File: src/rtl/count_pwm_gen.sv
// count_pwm_gen: registered PWM generator driven by an external free-running
// up counter. Duty is double-buffered and only applied at a period boundary.
//
// Parameters:
//   WIDTH   - width of count_in; period is 2^WIDTH cycles
//   PCNT_W  - width of period_cnt
// Ports:
//   clk        - clock, all state updates on rising edge
//   rst        - synchronous active-high reset
//   count_in   - counter value, sampled every cycle
//   duty_in    - requested high time in cycles, 0..2^WIDTH (saturated above)
//   duty_wr    - one-cycle strobe capturing duty_in into the shadow register
//   pwm_out    - registered PWM output
//   wrap_pulse - one-cycle pulse per detected wrap (max -> 0)
//   duty_ack   - one-cycle pulse when shadow duty becomes active
//   period_cnt - wraps since reset, modulo 2^PCNT_W
//   seq_err    - sticky count-sequence error flag
// Build option:
//   COUNT_SEQ_CHECK_EN - compiles in the count-sequence checker; when
//   undefined, seq_err is tied low.

module count_pwm_gen #(
    parameter int WIDTH  = 4,
    parameter int PCNT_W = 8
) (
    input  logic              clk,
    input  logic              rst,
    input  logic [WIDTH-1:0]  count_in,
    input  logic [WIDTH:0]    duty_in,
    input  logic              duty_wr,
    output logic              pwm_out,
    output logic              wrap_pulse,
    output logic              duty_ack,
    output logic [PCNT_W-1:0] period_cnt,
    output logic              seq_err
);

    localparam logic [WIDTH-1:0] CNT_MAX  = {WIDTH{1'b1}};
    localparam logic [WIDTH:0]   DUTY_MAX = {1'b1, {WIDTH{1'b0}}};

    logic [WIDTH-1:0] prev_count;
    logic             has_prev;
    logic [WIDTH:0]   shadow_duty;
    logic             pending;
    logic [WIDTH:0]   active_duty;

    logic             cnt_zero;
    logic             boundary;
    logic             wrap;
    logic             apply;
    logic [WIDTH:0]   eff_duty;
    logic [WIDTH:0]   duty_sat;

    assign cnt_zero = (count_in == '0);

    // A boundary is any arrival at zero: the first sample after reset,
    // a genuine wrap, or a restart of the upstream counter mid-period.
    assign boundary = cnt_zero && (!has_prev || (prev_count != '0));
    assign wrap     = cnt_zero && has_prev && (prev_count == CNT_MAX);
    assign apply    = boundary && pending;

    // The pending shadow takes effect in the very cycle of the boundary,
    // so the first cycle of the new period already uses the new duty.
    assign eff_duty = apply ? shadow_duty : active_duty;
    assign duty_sat = (duty_in > DUTY_MAX) ? DUTY_MAX : duty_in;

    always_ff @(posedge clk) begin
        if (rst) begin
            prev_count  <= '0;
            has_prev    <= 1'b0;
            shadow_duty <= '0;
            pending     <= 1'b0;
            active_duty <= '0;
            pwm_out     <= 1'b0;
            wrap_pulse  <= 1'b0;
            duty_ack    <= 1'b0;
            period_cnt  <= '0;
        end else begin
            pwm_out    <= ({1'b0, count_in} < eff_duty);
            wrap_pulse <= wrap;
            duty_ack   <= apply;
            prev_count <= count_in;
            has_prev   <= 1'b1;

            if (wrap) begin
                period_cnt <= period_cnt + 1'b1;
            end

            if (apply) begin
                active_duty <= shadow_duty;
                pending     <= 1'b0;
            end

            // A write colliding with a boundary lands after the transfer
            // above, so it stays pending for the next boundary.
            if (duty_wr) begin
                shadow_duty <= duty_sat;
                pending     <= 1'b1;
            end
        end
    end

`ifdef COUNT_SEQ_CHECK_EN
    logic [WIDTH-1:0] next_exp;
    logic             seq_bad;

    assign next_exp = prev_count + 1'b1;
    // Restarts to zero are legal; stalls and skips to nonzero are not.
    assign seq_bad  = has_prev && !cnt_zero && (count_in != next_exp);

    always_ff @(posedge clk) begin
        if (rst) begin
            seq_err <= 1'b0;
        end else if (seq_bad) begin
            seq_err <= 1'b1;
        end
    end
`else
    assign seq_err = 1'b0;
`endif

endmodule
File: config.mk
export PLATFORM = sky130hd
export DESIGN_NAME = count_pwm_gen
export DESIGN_NICKNAME = d
export VERILOG_FILES = /design/src/rtl/count_pwm_gen.sv
export SDC_FILE = /design/constraint.sdc
export NUM_CORES = 1
export LEC_CHECK = 0
export CAP_MARGIN = 20
export CORE_ASPECT_RATIO = 0.8
export CORE_MARGIN = 4
export CORE_UTILIZATION = 52
export DETAILED_ROUTE_END_ITERATION = 7
export GPL_ROUTABILITY_DRIVEN = 0
export PLACE_DENSITY = 0.84
export SYNTH_ARGS = -nofsm -noshare
export SYNTH_HDL_FRONTEND = slang
export SYNTH_SLANG_ARGS = --single-unit
export TNS_END_PERCENT = 10
File: constraint.sdc
create_clock -name clk -period 4.9 [get_ports clk]
set_input_delay 0.98 -clock clk [delete_from_list [all_inputs] [get_ports clk]]
set_output_delay 0.98 -clock clk [all_outputs]
set_load 0.005 [all_outputs]
==> out/results.tsv <==
stage	metric	value	unit
routing	via count	870	
die	die height	49.37	um
power_and_ir_drop	P per Cell Area	257.8	mW/mm^2
clock_network	CTS Root Cell	clkbuf_4	
global_routing	vias in the first global route	755	
die	Die W	59.71	um
global_routing	GR Overflow Total	0	
die	Rows	14	
final_layout	final core utilization	0.6983	
global_routing	largest net degree at the start of global routing	29	
global_routing	GRT Resource Usage Total	0.1678	
clock_network	Post-CTS Hold Buffers	0	
min_path	HP Class	flop to flop	
clock_network	cts repair resizes	0	
sta	final setup TNS	0	ns
routing	Avg WL per Cell	14.18	um
synthesis	Ys Warns	0	
synthesis	post-synthesis net count	129	
die	Die ar.	0.002948	sq mm
final_layout	layout cells sized above 1	0.07407	
sta	Rel. slew slack	0.3735	
routing	DR pass1 iterations	4	
clock_network	Post-CTS Setup Inserts	0	
sta	final hold vios	0	
worst_setup_path	Worst Path Required	5.14	ns
global_routing	first-pass GRT wire length	3705	um
sta	RSZ-0062 raised after global routing	false	
outcome	status	finished, final reports clean	
clock_network	CTS H-Tree Depth	1	
final_layout	Area Growth Syn to Fin	23.17	%
synthesis	Mean Syn Cell Area	9.844	sq um
synthesis	share of the synthesized area in the top cell type	0.4859	
routing	DRC	0	
job	Max Cap Viol	0	
sta	fin crit share	0.6768	
worst_setup_path	CP startpoint kind	input pin	
worst_setup_path	Critical Setup Path Class	input pin to flop	
final_layout	layout net count	152	
worst_setup_path	crit path DAT	3.56	ns
synthesis	EDFF count, synth	0	
worst_setup_path	CP Max Fanout	8	
synthesis	largest area contributor in the netlist	dfxtp_1	
sta	fin crit period	3.316	ns
die	Initial Util	0.5670	
die	core footprint	0.001962	sq mm
global_routing	initial antenna violation count	0	
clock_network	Clock Path Buffers	2	
synthesis	Seq cells post-synth	27	
synthesis	ys flop type	dfxtp_1	
sta	clk_skew	0.0007772	ns
routing	Routed WL	2254	um
power_and_ir_drop	Lkg Pwr	0.5278	nW
clock_network	CTS tree	done	
clock_network	Worst-Skew Late Latency	0.32	ns
synthesis	Area contributors post-synth	dfxtp_1 49%, mux2i_1 6.3%, nor2_1 5.1%	
clock_network	clk slew on worst S/H paths	0.14	ns
sta	max frequency	301.5	MHz
die	# IOs	24	
synthesis	Post-Synthesis Cells	113	
synthesis	async set or reset register ratio after synthesis	0	
power_and_ir_drop	Max VDD drop	237.8	uV
routing	DRT antenna net count	0	
clock_network	total clock sinks	27	
placement	placed wire-length estimate	1660	um
worst_setup_path	Setup crit end kind	flop	
sta	Slew Viols, Final	0	
routing	Via density	5.472	
clock_network	CTS Buf Count	3	
synthesis	Synth Cell Area	0.001112	sq mm
synthesis	post-synthesis sequential area ratio	0.4859	
routing	drt initial violations	22	
synthesis	Synth cell types	33	
placement	port buffer count	22	
final_layout	n_diodes	0	
sta	Worst-Margin Slew	0.9368	ns
sta	Final setup viols	0	
-- layer usage --
layer,part of all wire,global-route usage
met3,0.053,0.05820
met2,0.44,0.2518
met5,0,0
met1,0.50,0.2215
met4,0.013,0.05535
-- worst max-delay path, cell delays in order --
cell	delay, ns
clkdlybuf4s50_1	0.50
nor4_4	0.40
o211ai_2	0.30
mux2i_1	0.28
ha_1	0.27
o21a_1	0.18
o21ai_0	0.18
and3b_2	0.23
o32ai_1	0.24
-- placed cells by master, fill, tap and decap left out, types with 2 or more instances in the layout --
cell	netlist	routed
o31ai_1	4	4
nand4_1	2	2
dfxtp_1	27	27
a21oi_1	10	10
nor2_1	15	15
clkbuf_4	0	3
a211oi_1	2	2
mux2i_1	7	7
nand2_1	2	2
clkdlybuf4s50_1	0	22
or4_1	4	4
o21ai_0	3	3
inv_1	3	3
nor2b_1	8	8
ha_1	4	4
nand3_1	2	2
-- state kept, by name, summed over array words and instances (netlist names) --
| register | flops |
|---|---|
| has_prev | 1 |
| shadow_duty | 5 |
| active_duty | 5 |
| prev_count | 4 |
| duty_ack | 1 |
| pwm_out | 1 |
| pending | 1 |
| period_cnt | 8 |
| wrap_pulse | 1 |
-- stage by stage --
stage	std cells	worst slack, ns	hold slack (ns)	cell area (sq um)	total power [W]
6_report	159	1.584	0.5079	1370	0.0003532
5_1_grt	159	1.353	0.5338	1370	0.0003691
4_1_cts	159	1.590	0.5052	1370	0.0003545
3_5_place_dp	155	1.261	0.4849	1344	0.0002620
3_3_place_gp	155	1.325	0.4642	1344	0.0002608
2_1_floorplan	113	1.985	0.4445	1112	0.0002468
-- final timing paths --
check	startpoint	end	slack, ns	depth (start not counted)
setup / recovery	count_in[1]	pwm_out	1.58	9
hold / removal	period_cnt[7]	period_cnt[7]	0.51	2
setup reg to reg	prev_count[1]	pwm_out	2.12	8
hold reg to reg	period_cnt[7]	period_cnt[7]	0.51	2
-- cells by family (layout without fill, tap and decap cells) --
kind of cell    count (synthesis)  in the layout  synth area share
flops                          27             27            0.4859
other cells                     1              1          0.003371
mux                             7              7           0.06299
buf+inv                         7             29           0.02700
compound gates                 22             22            0.1249
simple gates                   43             43            0.2351
xor+xnor                        2              2           0.01575
fa+ha+maj                       4              4           0.04500
-- where the power goes --
part	switching (W)	total (W)	leakage [nW]	internal [W]
Clock	0.0000640	0.0000959	0.0150	0.0000319
Combinational	0.0000135	0.0000298	0.293	0.0000163
Sequential	0.00000278	0.000228	0.220	0.000225
Total	0.0000802	0.000353	0.528	0.000273
-- Yosys cell counts (2+ instances only) --
master	n
nor2b_1	8
a211oi_1	2
or4_1	4
nor2_1	15
a21oi_1	10
nand2_1	2
mux2i_1	7
nand3_1	2
inv_1	3
o31ai_1	4
dfxtp_1	27
o21ai_0	3
nand4_1	2
clkbuf_1	2
ha_1	4
-- area by class of cell --
class	instances	area [sq um]
Clock buffer	4	26.28
Fill cell	152	591.8
Inverter	3	11.26
Multi-Input combinational cell	79	541.8
Sequential cell	27	540.5
Tap cell	24	30.03
Timing Repair Buffer	22	220.2
No activity file was read; power rests on OpenSTA's default activity.
